File: src/rtl/glitch_pulse_gen_if.sv
// Command/pin bundle between the UART command parser and the glitch pulse generator.
// The parser side (master) drives configuration and strobes; the generator (slave) drives the pin outputs.
interface glitch_pulse_gen_if #(
    parameter int DELAY_W = 32,
    parameter int WIDTH_W = 16
) ();
    logic [DELAY_W-1:0] cfg_delay;
    logic [WIDTH_W-1:0] cfg_width;
    logic               arm;
    logic               disarm;
    logic               trigger_in;
    logic               pulse_out;
    logic               pulse_en;
    logic               armed;
    logic               done;
    logic [7:0]         pulse_count;

    modport master (
        output cfg_delay,
        output cfg_width,
        output arm,
        output disarm,
        output trigger_in,
        input  pulse_out,
        input  pulse_en,
        input  armed,
        input  done,
        input  pulse_count
    );

    modport slave (
        input  cfg_delay,
        input  cfg_width,
        input  arm,
        input  disarm,
        input  trigger_in,
        output pulse_out,
        output pulse_en,
        output armed,
        output done,
        output pulse_count
    );
endinterface

File: src/rtl/glitch_pulse_gen.sv
// One-shot glitch pulse generator: after arming, waits for a synchronized trigger rising edge,
// then drives pulse_out high for W cycles starting D cycles after the edge.
module glitch_pulse_gen #(
    parameter int DELAY_W = 32,
    parameter int WIDTH_W = 16
) (
    input  logic               clk,
    input  logic               rst_n,
    glitch_pulse_gen_if.slave  bus
);

    localparam int CNT_W = (DELAY_W > WIDTH_W) ? DELAY_W : WIDTH_W;

    typedef enum logic [1:0] {
        ST_IDLE  = 2'd0,
        ST_ARMED = 2'd1,
        ST_DELAY = 2'd2,
        ST_PULSE = 2'd3
    } state_t;

    state_t             r_state;
    state_t             w_state_nxt;
    logic [DELAY_W-1:0] r_delay;
    logic [DELAY_W-1:0] w_delay_nxt;
    logic [WIDTH_W-1:0] r_width;
    logic [WIDTH_W-1:0] w_width_nxt;
    logic [CNT_W-1:0]   r_cnt;
    logic [CNT_W-1:0]   w_cnt_nxt;
    logic [7:0]         r_count;
    logic [7:0]         w_count_nxt;
    logic               w_done_nxt;

    logic               r_s1;
    logic               r_s2;
    logic               r_s3;
    logic               w_rise;

    logic               r_pulse_out;
    logic               r_pulse_en;
    logic               r_armed;
    logic               r_done;

    logic [CNT_W-1:0]   w_delay_m1;
    logic [CNT_W-1:0]   w_width_m1;

    // Trigger synchronizer (s1, s2) plus history flop s3 for edge detection.
    always_ff @(posedge clk) begin
        if (!rst_n) begin
            r_s1 <= 1'b0;
            r_s2 <= 1'b0;
            r_s3 <= 1'b0;
        end else begin
            r_s1 <= bus.trigger_in;
            r_s2 <= r_s1;
            r_s3 <= r_s2;
        end
    end

    assign w_rise = r_s2 & ~r_s3;

    // Counter reload values; the counter holds "cycles remaining minus one", so it never underflows.
    assign w_delay_m1 = CNT_W'(r_delay) - CNT_W'(1'b1);
    assign w_width_m1 = CNT_W'(r_width) - CNT_W'(1'b1);

    // Next-state, counter and latch logic; disarm outranks rise and counter expiry.
    always_comb begin
        w_state_nxt = r_state;
        w_delay_nxt = r_delay;
        w_width_nxt = r_width;
        w_cnt_nxt   = r_cnt;
        w_count_nxt = r_count;
        w_done_nxt  = 1'b0;
        case (r_state)
            ST_IDLE: begin
                if (bus.arm && (bus.cfg_width != {WIDTH_W{1'b0}})) begin
                    w_delay_nxt = bus.cfg_delay;
                    w_width_nxt = bus.cfg_width;
                    w_state_nxt = ST_ARMED;
                end else begin
                    w_state_nxt = ST_IDLE;
                end
            end
            ST_ARMED: begin
                if (bus.disarm) begin
                    w_state_nxt = ST_IDLE;
                end else if (w_rise) begin
                    if (r_delay == {DELAY_W{1'b0}}) begin
                        w_state_nxt = ST_PULSE;
                        w_cnt_nxt   = w_width_m1;
                    end else begin
                        w_state_nxt = ST_DELAY;
                        w_cnt_nxt   = w_delay_m1;
                    end
                end else begin
                    w_state_nxt = ST_ARMED;
                end
            end
            ST_DELAY: begin
                if (bus.disarm) begin
                    w_state_nxt = ST_IDLE;
                end else if (r_cnt == {CNT_W{1'b0}}) begin
                    w_state_nxt = ST_PULSE;
                    w_cnt_nxt   = w_width_m1;
                end else begin
                    w_cnt_nxt   = r_cnt - CNT_W'(1'b1);
                end
            end
            ST_PULSE: begin
                if (bus.disarm) begin
                    w_state_nxt = ST_IDLE;
                end else if (r_cnt == {CNT_W{1'b0}}) begin
                    w_state_nxt = ST_IDLE;
                    w_done_nxt  = 1'b1;
                    w_count_nxt = r_count + 8'd1;
                end else begin
                    w_cnt_nxt   = r_cnt - CNT_W'(1'b1);
                end
            end
            default: begin
                w_state_nxt = ST_IDLE;
            end
        endcase
    end

    // State, latched configuration and counters; outputs registered from the next state.
    always_ff @(posedge clk) begin
        if (!rst_n) begin
            r_state     <= ST_IDLE;
            r_delay     <= {DELAY_W{1'b0}};
            r_width     <= {WIDTH_W{1'b0}};
            r_cnt       <= {CNT_W{1'b0}};
            r_count     <= 8'd0;
            r_pulse_out <= 1'b0;
            r_pulse_en  <= 1'b0;
            r_armed     <= 1'b0;
            r_done      <= 1'b0;
        end else begin
            r_state     <= w_state_nxt;
            r_delay     <= w_delay_nxt;
            r_width     <= w_width_nxt;
            r_cnt       <= w_cnt_nxt;
            r_count     <= w_count_nxt;
            r_pulse_out <= (w_state_nxt == ST_PULSE);
            r_pulse_en  <= (w_state_nxt != ST_IDLE);
            r_armed     <= (w_state_nxt == ST_ARMED);
            r_done      <= w_done_nxt;
        end
    end

    assign bus.pulse_out   = r_pulse_out;
    assign bus.pulse_en    = r_pulse_en;
    assign bus.armed       = r_armed;
    assign bus.done        = r_done;
    assign bus.pulse_count = r_count;

endmodule

File: src/flat_wrapper.sv
// flat-port wrapper written by rule: the top's interface ports become plain ports
module glitch_pulse_gen_flat 
#(
    parameter int DELAY_W = 32,
    parameter int WIDTH_W = 16
)
  (clk, rst_n, bus_cfg_delay, bus_cfg_width, bus_arm, bus_disarm, bus_trigger_in, bus_pulse_out, bus_pulse_en, bus_armed, bus_done, bus_pulse_count);
  glitch_pulse_gen_if #(.DELAY_W(DELAY_W), .WIDTH_W(WIDTH_W)) bus_i ();
  input  logic clk;
  input  logic rst_n;
  input wire logic [$bits(bus_i.cfg_delay)-1:0] bus_cfg_delay;
  input wire logic [$bits(bus_i.cfg_width)-1:0] bus_cfg_width;
  input wire logic [$bits(bus_i.arm)-1:0] bus_arm;
  input wire logic [$bits(bus_i.disarm)-1:0] bus_disarm;
  input wire logic [$bits(bus_i.trigger_in)-1:0] bus_trigger_in;
  output wire logic [$bits(bus_i.pulse_out)-1:0] bus_pulse_out;
  output wire logic [$bits(bus_i.pulse_en)-1:0] bus_pulse_en;
  output wire logic [$bits(bus_i.armed)-1:0] bus_armed;
  output wire logic [$bits(bus_i.done)-1:0] bus_done;
  output wire logic [$bits(bus_i.pulse_count)-1:0] bus_pulse_count;
  assign bus_i.cfg_delay = bus_cfg_delay;
  assign bus_i.cfg_width = bus_cfg_width;
  assign bus_i.arm = bus_arm;
  assign bus_i.disarm = bus_disarm;
  assign bus_i.trigger_in = bus_trigger_in;
  assign bus_pulse_out = bus_i.pulse_out;
  assign bus_pulse_en = bus_i.pulse_en;
  assign bus_armed = bus_i.armed;
  assign bus_done = bus_i.done;
  assign bus_pulse_count = bus_i.pulse_count;
  glitch_pulse_gen #(.DELAY_W(DELAY_W), .WIDTH_W(WIDTH_W)) u_core (.clk(clk), .rst_n(rst_n), .bus(bus_i));
endmodule
File: config.mk
export PLATFORM = sky130hd
export DESIGN_NAME = glitch_pulse_gen_flat
export DESIGN_NICKNAME = d
export VERILOG_FILES = /design/src/rtl/glitch_pulse_gen_if.sv /design/src/rtl/glitch_pulse_gen.sv /design/src/flat_wrapper.sv
export SDC_FILE = /design/constraint.sdc
export NUM_CORES = 1
export LEC_CHECK = 0
export ABC_AREA = 1
export ABC_CLOCK_PERIOD_IN_PS = 1850
export CORE_ASPECT_RATIO = 0.7
export CORE_MARGIN = 2
export CORE_UTILIZATION = 54
export CTS_BUF_LIST = sky130_fd_sc_hd__clkbuf_8
export CTS_CLUSTER_SIZE = 16
export DETAILED_ROUTE_END_ITERATION = 10
export GPL_TIMING_DRIVEN = 0
export PLACE_DENSITY_LB_ADDON = 0.08
export SYNTH_ARGS = -nofsm -noshare
export SYNTH_HDL_FRONTEND = slang
export SYNTH_SLANG_ARGS = --single-unit
File: constraint.sdc
create_clock -name clk -period 1.85 [get_ports clk]
set_input_delay 0.37 -clock clk [delete_from_list [all_inputs] [get_ports clk]]
set_output_delay 0.37 -clock clk [all_outputs]
set_load 0.01 [all_outputs]
==> run metrics, run 1 <==
outcome=finished with violations; violated checks=negative setup slack; leakage=3.833 nW; Area Overhead vs Synth=27.56%; launching element of the worst setup path=u_core.r_cnt[0]; Synth Cell Area=0.006745 mm²; Num CTS Buffers=9; detailed-route via count=~7600; insertion delay to the later sink of the worst-skew pair=around 0.38 ns; combinational share of power=0.359; switching power total=about 2.3 mW; TritonCTS clock tree=built; final setup TNS=-0.4994 ns; DR vias/cell=5.608; hold wc startpoint=bus_cfg_width[1]; post-route insts no fill=roughly 1400; die span in y=slightly below 100 µm; overall global routing resource usage=0.3337; quantity of hold-fixing buffers added after cts=0; sink of the worst hold path=u_core.r_width[1]; dominant register cell in the synthesized netlist=sky130_fd_sc_hd__dfxtp_1; met3 layer usage reported by global route=0.09233; wire length of the first global-routing pass=approximately 35000 µm; number of optimization iterations in the first detailed-route pass=6; Final Routed Wirelength=22650 µm; count of buffers inserted at the top-level ports=64; clock input transition at the sequential cells of the worst setup and hold paths=0.11 ns; overflow left after global routing=0; number of global-route vias before repair=between 6000 and 7000; Async S/R FF share, synth=0; Slew @ Worst Pin=about 0.64 ns; sequential share of the synthesized area=0.2879; routed length per instance=between 15 and 20 µm; yosys synthesis warning count=0; flop and latch count out of synthesis=a little under 100; sequential share of power=0.400; Horiz. Die Dim=137.6 µm; share of the synthesized area in the top cell type=0.2879; Total Die Area=0.01342 mm²; routing layer with the top usage in global route=met1; destination of the worst register-to-register timing path=u_core.r_cnt[16]; DPL Wire Length=between 15000 and 20000 µm; period utilization=1.034; share of cells above drive strength 1=0.2048; worst-case headroom to the max-slew limit=0.5735; maximum level of the CTS H-tree=3; clock period minus final worst setup slack=between 1.5 and 2 ns; Max Cap Viol=0; reg2reg path depth=16; cell count after synthesis=~1100; total setup violations reported at the end of the flow=16; top-level port count=65; worst voltage drop across the vdd grid=between 300 and 400 µV; Final ANT Viol Nets=0; number of nets produced by synthesis=roughly 1200; kind of start point of the critical path=flop; effective utilization at floorplan=0.5486; Std-Cell Core Area=between 0.01 and 0.015 mm²; Setup Skew=around 0.011 ns; count of antenna diodes in the layout=0; maximum clock rate=522.9 MHz; Min-Delay Path Class=primary input to flop; pin count of the biggest net entering global routing=18; DRT iter0 DRCs=631; setup repair after global routing missed its margin=yes; switch share=0.3960; cell type contributing the most total cell area after synthesis=sky130_fd_sc_hd__dfxtp_1; dominant cells by area after synthesis=sky130_fd_sc_hd__dfxtp_1, sky130_fd_sc_hd__nand2_1, sky130_fd_sc_hd__nor2_1; GP Congestion=between 1 and 1.5; number of remaining DRC errors=0; Pwr per Cell Area=slightly below 700 mW/mm²; Avg Synthesized Cell Area=between 6 and 7 µm²; number of placement rows=34; critical path fanouts, max=6; power after layout=around 5.8 mW; CP required=2.14 ns; Post-Place Setup Slack=-0.7570 ns; number of distinct library cells after synthesis=35; initial antenna violation count=0; internal power contribution=3.519 mW; endpoint arrival time on the critical path=around 2.2 ns; Pins Over Slew Limit=0; final layout net count=~1300; met2 global-route usage=0.4788; sink count of the clock tree=just under 100; r2r setup slk=-0.06 ns; Non-Filler Cell Area, Final=about 0.0086 mm²; worst hold path stage count=3; Bufs on Longest Clock Path=2; DP Cell Count=around 1300; Clk Tree Root Cell=sky130_fd_sc_hd__clkbuf_8; Filler Cells Inserted=around 1100; GRT met1 Usage=0.4883; Hold Fails Final Rpt=0; r2r startpoint=u_core.r_cnt[0]; share of total power in the clock network=0.240; crit path capture type=flop; final critical-path setup slack=-0.06259 ns; total cell area at the placement stage=roughly 0.0076 mm²; EDFF count, synth=0; worst setup path category=flop to flop
[Yosys cell counts, drive strengths merged, types with 2 or more instances]
library cell    n
nand2         248
nor2          213
inv           121
nand3         111
o21ai         101
dfxtp          97
a21oi          70
xor2           29
nand4          22
clkbuf         20
buf            16
nor3            9
xnor2           8
ha              6
nor3b           4
nor4            4
o211ai          4
o21bai          3
clkinv          2
[placed cells by master, fill, tap and decap left out, types with 26 or more instances in the layout]
cell type	count
sky130_fd_sc_hd__clkdlybuf4s50_1	62
sky130_fd_sc_hd__xor2_1	29
sky130_fd_sc_hd__a21oi_1	69
sky130_fd_sc_hd__buf_4	26
sky130_fd_sc_hd__nand2_1	219
sky130_fd_sc_hd__nand3_1	81
sky130_fd_sc_hd__nor2_2	31
sky130_fd_sc_hd__nor2_4	37
sky130_fd_sc_hd__nor2_1	144
sky130_fd_sc_hd__nand3_2	29
sky130_fd_sc_hd__dfxtp_1	72
sky130_fd_sc_hd__o21ai_0	91
sky130_fd_sc_hd__inv_1	108
[cell families after synthesis]
group                    synth area share
buffers and inverters             0.09405
flip-flops                         0.2879
AND/OR/NAND/NOR                    0.4214
XOR/XNOR                          0.04804
adder cells (fa/ha/maj)           0.01113
AO/OA/AOI/OAI                      0.1375
[per-layer routing]
layer | up-vias | wire length [µm] | share of wire
li1 | 3733 | - | -
met1 | 3504 | 10400 | 0.46
met2 | 330 | 9270 | 0.41
met3 | 48 | 2342 | 0.10
met4 | 0 | 640 | 0.028
met5 | - | 0 | 0
[flip-flops by register name, indices dropped and copies added (netlist names), 2 cells and up]
signal,count
u_core.bus.pulse_count,8
u_core.r_delay,32
u_core.r_state,2
u_core.r_cnt,32
u_core.r_width,16
[power groups by stage]
stage	combinational (mW)	sequential, mW	clock, mW
floorplan	1.21	2.33	0
global placement	1.72	2.36	0
detailed placement	1.74	2.36	0
CTS	1.90	2.32	1.40
global route	2.29	2.35	1.50
finish	2.09	2.33	1.40
[critical path, cell delays in order (launching register included)]
cell                        delay [ns]
sky130_fd_sc_hd__dfxtp_2          0.35
sky130_fd_sc_hd__inv_4            0.07
sky130_fd_sc_hd__ha_4             0.16
sky130_fd_sc_hd__inv_4            0.04
sky130_fd_sc_hd__nor2_1           0.08
sky130_fd_sc_hd__nand2_1          0.06
sky130_fd_sc_hd__nor2_2           0.15
sky130_fd_sc_hd__nand2_4          0.08
sky130_fd_sc_hd__nor2_8           0.17
sky130_fd_sc_hd__nand2_4          0.08
sky130_fd_sc_hd__nand2_4          0.10
sky130_fd_sc_hd__nand2_8          0.08
sky130_fd_sc_hd__clkbuf_16        0.18
sky130_fd_sc_hd__nand3_2          0.06
sky130_fd_sc_hd__nand3_2          0.05
sky130_fd_sc_hd__nand2_1          0.06
sky130_fd_sc_hd__inv_1            0.04
[worst max-delay path by stage]
stage	depth (start not counted)	endpoint	slack [ns]
2_1_floorplan	16	u_core.r_cnt[19]	0.11
3_3_place_gp	7	u_core.r_delay[29]	-0.74
3_5_place_dp	7	u_core.r_delay[29]	-0.76
4_1_cts	16	u_core.r_cnt[28]	-0.02
5_1_grt	10	u_core.r_cnt[15]	-0.14
6_report	16	u_core.r_cnt[16]	-0.06
[stage by stage]
| stage | utilization | hold slack, ns |
|---|---|---|
| after floorplan | - | 0.3905 |
| after global placement | 0.6172 | 0.4133 |
| after detailed placement | 0.6172 | 0.4096 |
| after CTS | 0.6616 | 0.4329 |
| after global routing | 0.6999 | 0.3928 |
| final | 0.6999 | 0.4015 |
[timing repair]
action,4_1_cts,5_1_grt
endpoints found under the setup margin,91,76
pin swaps,17,28
resized for setup,70,135
endpoints found under the hold margin,0,0
cloned,1,1
buffers inserted,16,6
[area by class of cell]
type	instances	area [µm²]	share of cell area
plain buffers	36	252.7	0.02937
flip-flops and latches	97	1981	0.2302
clock inverters	6	50.05	0.005816
well taps	162	202.7	0.02356
inverters	123	478.0	0.05555
repair buffers	88	859.6	0.09990
multi-input cells	836	4643	0.5396
clock buffers	10	137.6	0.01600
(Power assumes the default switching activity.)
==> run 2: changes to the inputs <==
- ABC_CLOCK_PERIOD_IN_PS: 1850 -> 2340
- CAP_MARGIN: not set -> 15
- CORE_UTILIZATION: 54 -> 60
- GPL_ROUTABILITY_DRIVEN: not set -> 0
- clock period: 1.85 -> 2.34 ns (I/O delays scaled with it)
==> run 2 against run 1 <==
The flow now finishes without violations. Clock power fell by 19%. Power fell by 25%. Combinational power fell by 33%. Clock skew rose by 0.0022 ns. Critical path depth fell by 9. Register-to-register slack improved by 0.26 ns. Non-clock buffer count fell by 24. Largest power group unchanged.
==> run metrics, run 2 (same netlist as run 1, synthesis figures left out) <==
outcome=completed (was finished with violations); maximum level of the CTS H-tree=3 (unchanged); endpoint arrival time on the critical path=2.51 ns (was 2.20 ns); Area Overhead vs Synth=15.27% (was 27.56%); total setup violations reported at the end of the flow=0 (was 16); post-route insts no fill=1325 (was 1358); share of cells above drive strength 1=0.08874 (was 0.2048); clock input transition at the sequential cells of the worst setup and hold paths=0.10 ns (was 0.11 ns); Final Routed Wirelength=20950 µm (was 22650 µm); die span in y=92.71 µm (was 97.51 µm); Clk Tree Root Cell=sky130_fd_sc_hd__clkbuf_8 (unchanged); Horiz. Die Dim=130.7 µm (was 137.6 µm); final critical-path setup slack=0.08503 ns (was -0.06259 ns); final layout net count=1226 (was 1250); number of global-route vias before repair=6527 (was 6765); leakage=3.513 nW (was 3.833 nW); combinational share of power=0.322 (was 0.359); Hold Slack=0.4242 ns (was 0.4015 ns); number of optimization iterations in the first detailed-route pass=6 (unchanged); share of total power in the clock network=0.259 (was 0.240); worst-case headroom to the max-slew limit=0.5289 (was 0.5735); DPL Wire Length=16490 µm (was 17220 µm); internal power contribution=2.673 mW (was 3.519 mW); Slew @ Worst Pin=0.7041 ns (was 0.6397 ns); Hold Fails Final Rpt=0 (unchanged); number of remaining DRC errors=0 (unchanged); commonest non-fill, non-tap cells in the layout=sky130_fd_sc_hd__nand2_1, sky130_fd_sc_hd__nor2_1, sky130_fd_sc_hd__inv_1 (unchanged); count of antenna diodes in the layout=0 (unchanged); Final ANT Viol Nets=0 (unchanged); period utilization=0.9637; maximum cell stage delay along the critical path=0.44 ns (was 0.35 ns); Buf+Inv Stages, Crit Path=3 (was 4); top-level port count=65 (unchanged); effective utilization at floorplan=0.6148 (was 0.5486); Min-Delay Path Class=flop to flop (was primary input to flop); CP required=2.59 ns (was 2.14 ns); Pins Over Slew Limit=0 (unchanged); Final Util=0.7087 (was 0.6999); Max Cap Viol=0 (unchanged); setup repair after global routing missed its margin=no (was yes); wire length of the first global-routing pass=32840 µm (was 34670 µm); overflow left after global routing=0 (unchanged); switch share=0.3885 (was 0.3960); power after layout=4.372 mW (was 5.827 mW); critical path fanouts, max=10 (was 6); DRT iter0 DRCs=728 (was 631); switching power total=1.699 mW (was 2.308 mW); worst voltage drop across the vdd grid=425.7 µV (was 360.2 µV); Pwr per Cell Area=562.4 mW/mm² (was 677.2 mW/mm²); pin count of the biggest net entering global routing=18 (unchanged); detailed-route via count=7449 (was 7615); clock period minus final worst setup slack=approximately 2.3 ns; number of placement rows=32 (was 34); TritonCTS clock tree=built (unchanged); Std-Cell Core Area=0.01097 mm² (was 0.01229 mm²); total cell area at the placement stage=0.007577 mm² (was 0.007589 mm²); leading cell type in the layout, fill and taps excluded=sky130_fd_sc_hd__nand2_1 (unchanged); DP Cell Count=1309 (was 1318); critical-path cell with the highest stage delay=sky130_fd_sc_hd__clkdlybuf4s50_1 (was sky130_fd_sc_hd__dfxtp_2); Total Die Area=0.01212 mm² (was 0.01342 mm²); initial antenna violation count=0 (unchanged); Num CTS Buffers=9 (unchanged); cells along the critical path=clkdlybuf4s50_1 > nor4_1 > nand4_1 > nand2_1 > buf_2 > clkbuf_1 > a21oi_1 (was inv_4 > ha_4 > inv_4 > nor2_1 > nand2_1 > nor2_2 > nand2_4 > nor2_8 > nand2_4 > nand2_4 > nand2_8 > clkbuf_16 > nand3_2 > nand3_2 > nand2_1 > inv_1); Bufs on Longest Clock Path=2 (unchanged); worst setup path category=primary input to flop (was flop to flop); sink count of the clock tree=97 (unchanged); overall global routing resource usage=0.3497 (was 0.3337); maximum clock rate=between 400 and 500 MHz; Filler Cells Inserted=997 (was 1147); DR vias/cell=5.622 (was 5.608); Setup Skew=0.01277 ns (was 0.01057 ns); final setup TNS=0 ns (was -0.4994 ns); registers with the highest flip-flop counts=u_core.r_cnt: 32 flops, u_core.r_delay: 32 flops, u_core.r_width: 16 flops (unchanged); insertion delay to the later sink of the worst-skew pair=0.39 ns (was 0.38 ns); sequential share of power=0.419 (was 0.400); routed length per instance=15.81 µm (was 16.68 µm); kind of start point of the critical path=primary input (was flop); count of buffers inserted at the top-level ports=64 (unchanged); crit path capture type=flop (unchanged); total setup buffers inserted after CTS=0 (was 16); Post-Place Setup Slack=-0.2544 ns (was -0.7570 ns); Non-Filler Cell Area, Final=0.007775 mm² (was 0.008605 mm²); family of cells with the greatest summed delay on the critical path=buffers and inverters (was simple AND/OR/NAND/NOR gates)
==> run 2: power groups by stage <==
stage	combinational, mW	sequential (mW)	clock, mW
after global placement	1.34	1.86	0
after floorplan	0.960	1.84	0
after global routing	1.54	1.84	1.19
final	1.41	1.83	1.13
after detailed placement	1.35	1.86	0
after CTS	1.37	1.83	1.13
==> run 2: area by class of cell <==
| type | count | area (µm²) | area share |
|---|---|---|---|
| clock buffers | 11 | 151.4 | 0.01947 |
| repair buffers | 64 | 640.6 | 0.08239 |
| plain buffers | 36 | 175.2 | 0.02253 |
| well taps | 153 | 191.4 | 0.02462 |
| inverters | 123 | 461.7 | 0.05938 |
| multi-input cells | 836 | 4169 | 0.5362 |
| flip-flops and latches | 97 | 1942 | 0.2498 |
| clock inverters | 5 | 43.79 | 0.005632 |
==> run 2: layer usage <==
layer	GRT usage	routed length, µm
met1	0.4955	9342
met2	0.5113	8476
met3	0.1005	2539
met4	0.1082	592
met5	0.004525	0
==> run 2: worst paths after layout <==
path | depth (start not counted) | from | slack (ns) | end
max | 7 | bus_cfg_width[0] | 0.09 | u_core.r_delay[19]
min reg2reg | 2 | u_core.r_s1 | 0.42 | u_core.r_s2
min | 2 | u_core.r_s1 | 0.42 | u_core.r_s2
max reg2reg | 11 | u_core.r_delay[6] | 0.20 | u_core.r_cnt[16]
==> run 2: repair_timing <==
action	CTS	global route
setup endpoints to repair	0	9
resized for setup	0	4
endpoints found under the hold margin	0	0
hold buffers	0	0
==> run 2: worst reg2reg max path: stages (launching register included) <==
cell                      delay, ns
sky130_fd_sc_hd__dfxtp_1       0.36
sky130_fd_sc_hd__nor2_1        0.22
sky130_fd_sc_hd__nand3_1       0.20
sky130_fd_sc_hd__nor2_1        0.18
sky130_fd_sc_hd__nand3_1       0.11
sky130_fd_sc_hd__nor2_2        0.22
sky130_fd_sc_hd__nor2_2        0.13
sky130_fd_sc_hd__buf_2         0.23
sky130_fd_sc_hd__nand3_1       0.21
sky130_fd_sc_hd__nand3_2       0.09
sky130_fd_sc_hd__nand2_1       0.06
sky130_fd_sc_hd__inv_1         0.04
==> run 3: changes to the inputs <==
- ABC_AREA: 1 -> not set
- CELL_PAD_IN_SITES_DETAIL_PLACEMENT: not set -> 1
- CELL_PAD_IN_SITES_GLOBAL_PLACEMENT: not set -> 2
- CORE_UTILIZATION: 60 -> 37
==> run 3 against run 2 <==
Register-to-register slack got worse by 0.74 ns. Maximum frequency decreased by 22%. Sequential share of layout area decreased by 0.86 points. Critical endpoint is now u_core.r_cnt[31]. Setup slack got worse by 0.62 ns. Hold slack improved by 0.029 ns. The run now ends with negative setup slack left. Final cell count decreased by 20%. Sequential power about the same.
==> run metrics, run 3 <==
Final Routed Wirelength=23330 µm (was 20950 µm); top-level port count=65 (unchanged); cell type contributing the most total cell area after synthesis=sky130_fd_sc_hd__dfxtp_1 (unchanged); overflow left after global routing=0 (unchanged); Total Die Area=0.01632 mm² (was 0.01212 mm²); crit path capture type=flop (unchanged); final layout net count=914 (was 1226); r2r setup slk=-0.54 ns (was 0.20 ns); Hold Slack=0.4530 ns (was 0.4242 ns); number of placement rows=37 (was 32); Slew @ Worst Pin=0.8461 ns (was 0.7041 ns); clock input transition at the sequential cells of the worst setup and hold paths=0.11 ns (was 0.10 ns); sink count of the clock tree=97 (unchanged); final setup TNS=-15.64 ns (was 0 ns); number of global-route vias before repair=6291 (was 6527); Pwr per Cell Area=588.5 mW/mm² (was 562.4 mW/mm²); maximum level of the CTS H-tree=3 (unchanged); period utilization=1.231 (was 0.9637); Max Cap Viol=0 (unchanged); launching element of the worst setup path=u_core.r_cnt[17] (was bus_cfg_width[0]); Filler Cells Inserted=1726 (was 997); commonest non-fill, non-tap cells in the layout=sky130_fd_sc_hd__nand2_1, sky130_fd_sc_hd__dfxtp_1, sky130_fd_sc_hd__clkdlybuf4s50_1 (was sky130_fd_sc_hd__nand2_1, sky130_fd_sc_hd__nor2_1, sky130_fd_sc_hd__inv_1); share of the synthesized area in the top cell type=0.3431 (was 0.2879); number of optimization iterations in the first detailed-route pass=4 (was 6); combinational share of power=0.328 (was 0.322); Num CTS Buffers=9 (unchanged); combined area of the multi-input logic cells=0.004125 mm² (was 0.004169 mm²); TritonCTS clock tree=built (unchanged); number of nets produced by synthesis=773 (was 1151); Final Util=0.5496 (was 0.7087); leading cell type in the layout, fill and taps excluded=sky130_fd_sc_hd__nand2_1 (unchanged); dominant cells by area after synthesis=sky130_fd_sc_hd__dfxtp_1, sky130_fd_sc_hd__nand2_1, sky130_fd_sc_hd__a21boi_0 (was sky130_fd_sc_hd__dfxtp_1, sky130_fd_sc_hd__nand2_1, sky130_fd_sc_hd__nor2_1); Pins Over Slew Limit=0 (unchanged); yosys synthesis warning count=0 (unchanged); Horiz. Die Dim=151.8 µm (was 130.7 µm); final critical-path setup slack=-0.5397 ns (was 0.08503 ns); Std-Cell Core Area=0.01481 mm² (was 0.01097 mm²); Avg Synthesized Cell Area=7.928 µm² (was 6.177 µm²); maximum clock rate=347.3 MHz (was 443.5 MHz); overall global routing resource usage=0.2699 (was 0.3497); endpoint arrival time on the critical path=3.17 ns (was 2.51 ns); wire length of the first global-routing pass=34240 µm (was 32840 µm); routed length per instance=22.12 µm (was 15.81 µm); count of buffers inserted at the top-level ports=64 (unchanged); registers with the highest flip-flop counts=u_core.r_cnt: 32 flops, u_core.r_delay: 32 flops, u_core.r_width: 16 flops (unchanged); DP Cell Count=973 (was 1309); Final ANT Viol Nets=0 (unchanged); count of antenna diodes in the layout=0 (unchanged); Non-Filler Cell Area, Final=0.008142 mm² (was 0.007775 mm²); CP required=2.63 ns (was 2.59 ns); flop and latch count out of synthesis=97 (unchanged); detailed-route via count=6204 (was 7449); Bufs on Longest Clock Path=2 (unchanged); most common cell in the netlist=sky130_fd_sc_hd__nand2_1 (unchanged); sequential share of power=0.378 (was 0.419); Async S/R FF share, synth=0 (unchanged); switch share=0.3380 (was 0.3885); violated checks=negative setup slack; Setup Skew=0.009272 ns (was 0.01277 ns); sequential share of the synthesized area=0.3431 (was 0.2879); outcome=finished with violations (was completed); worst voltage drop across the vdd grid=315.8 µV (was 425.7 µV); Synth Cell Area=0.005660 mm² (was 0.006745 mm²); power after layout=4.792 mW (was 4.372 mW); initial antenna violation count=0 (unchanged); DRT iter0 DRCs=428 (was 728); Min-Delay Path Class=flop to flop (unchanged); hold wc startpoint=u_core.r_s1 (unchanged); die span in y=107.5 µm (was 92.71 µm); clock period minus final worst setup slack=2.880 ns (was 2.255 ns); Clk Tree Root Cell=sky130_fd_sc_hd__clkbuf_8 (unchanged); share of cells above drive strength 1=0.2651 (was 0.08874); total cell area at the placement stage=0.006644 mm² (was 0.007577 mm²); r2r startpoint=u_core.r_cnt[17] (was u_core.r_delay[6]); effective utilization at floorplan=0.3821 (was 0.6148); switching power total=1.620 mW (was 1.699 mW); setup repair after global routing missed its margin=yes (was no); dominant register cell in the synthesized netlist=sky130_fd_sc_hd__dfxtp_1 (unchanged); Area Overhead vs Synth=43.83% (was 15.27%); share of total power in the clock network=0.295 (was 0.259); list of most frequent post-synthesis cells=sky130_fd_sc_hd__nand2_1, sky130_fd_sc_hd__dfxtp_1, sky130_fd_sc_hd__nor2_1 (was sky130_fd_sc_hd__nand2_1, sky130_fd_sc_hd__nor2_1, sky130_fd_sc_hd__inv_1); post-route insts no fill=1055 (was 1325); Hold Fails Final Rpt=0 (unchanged); kind of start point of the critical path=flop (was primary input); leakage=3.171 nW (was 3.513 nW); DPL Wire Length=15350 µm (was 16490 µm); pin count of the biggest net entering global routing=17 (was 18); cell count after synthesis=714 (was 1092); worst setup path category=flop to flop (was primary input to flop); EDFF count, synth=0 (unchanged); area taken by flip-flops and latches=0.001963 mm² (was 0.001942 mm²); number of distinct library cells after synthesis=70 (was 35); Post-Place Setup Slack=-1.447 ns (was -0.2544 ns); internal power contribution=3.172 mW (was 2.673 mW); insertion delay to the later sink of the worst-skew pair=0.39 ns (about the same); worst-case headroom to the max-slew limit=0.4359 (was 0.5289); total setup violations reported at the end of the flow=45 (was 0); number of remaining DRC errors=0 (unchanged); critical path fanouts, max=7 (was 10); DR vias/cell=5.881 (was 5.622)
-- run 3: changes by cell type after synthesis, sizes merged, moves of 10 or more --
cell    previous run  this run
a21boi             0        47
a21oi             70        21
clkbuf            20        30
inv              121        11
nand2            248       120
nand3            111        12
nand4             22        11
nor2             213        57
nor3               9        22
nor4               4        39
o21ai            101        39
o22ai              0        13
or4                0        14
xnor2              8        27
-- run 3: worst paths after layout --
check	end	depth (start not counted)
min reg2reg	u_core.r_s2	1
max reg2reg	u_core.r_cnt[31]	8
min	u_core.r_s2	1
max	u_core.r_cnt[31]	8
-- run 3: area by class of cell --
type | instances | area share
multi-input combinational | 564 | 0.5067
sequential | 97 | 0.2411
timing repair buffer | 136 | 0.1611
tap | 195 | 0.02997
buffer | 35 | 0.02490
clock buffer | 10 | 0.01690
clock inverter | 6 | 0.01383
inverter | 12 | 0.005533
-- run 3: layer usage --
| metal | up-vias | routed length [µm] | track usage |
|---|---|---|---|
| li1 | 2855 | - | - |
| met1 | 3082 | 10460 | 0.3536 |
| met2 | 217 | 10890 | 0.4492 |
| met3 | 50 | 1282 | 0.04750 |
| met4 | 0 | 692 | 0.09813 |
| met5 | - | 0 | 0 |
-- run 3: logic make-up after synthesis --
kind of cell / Yosys count / synth area share
AOI/OAI and AO/OA: 163 / 0.2014
xor gates and xnor gates: 58 / 0.08974
adders and majority gates: 6 / 0.01326
buffers and inverters: 54 / 0.04133
DFF: 97 / 0.3431
muxes: 8 / 0.01503
and+or+nand+nor: 328 / 0.2962
-- run 3: power by group through the flow --
stage          registers [mW]  logic [mW]  clock network [mW]
3_3_place_gp             1.84        1.08                   0
5_1_grt                  1.82        1.66                1.48
2_1_floorplan            1.81       0.759                   0
3_5_place_dp             1.84        1.11                   0
6_report                 1.81        1.57                1.41
4_1_cts                  1.81        1.33                1.41
-- run 3: repair_timing --
item / in CTS / in global routing
cloned: 5 / 0
endpoints found under the setup margin: 76 / 84
buffers inserted: 40 / 30
resized for setup: 110 / 72
pin swaps: 36 / 49
endpoints found under the hold margin: 0 / 0
hold buffers: 0 / 0
-- run 3: worst max-delay path, stage by stage (launching register included) --
cell,delay (ns)
sky130_fd_sc_hd__dfxtp_2,0.35
sky130_fd_sc_hd__or4_4,0.55
sky130_fd_sc_hd__or4_4,0.50
sky130_fd_sc_hd__or3_1,0.38
sky130_fd_sc_hd__clkbuf_8,0.18
sky130_fd_sc_hd__nor4_4,0.31
sky130_fd_sc_hd__xor2_1,0.14
sky130_fd_sc_hd__a221oi_2,0.30
sky130_fd_sc_hd__nor2_1,0.07
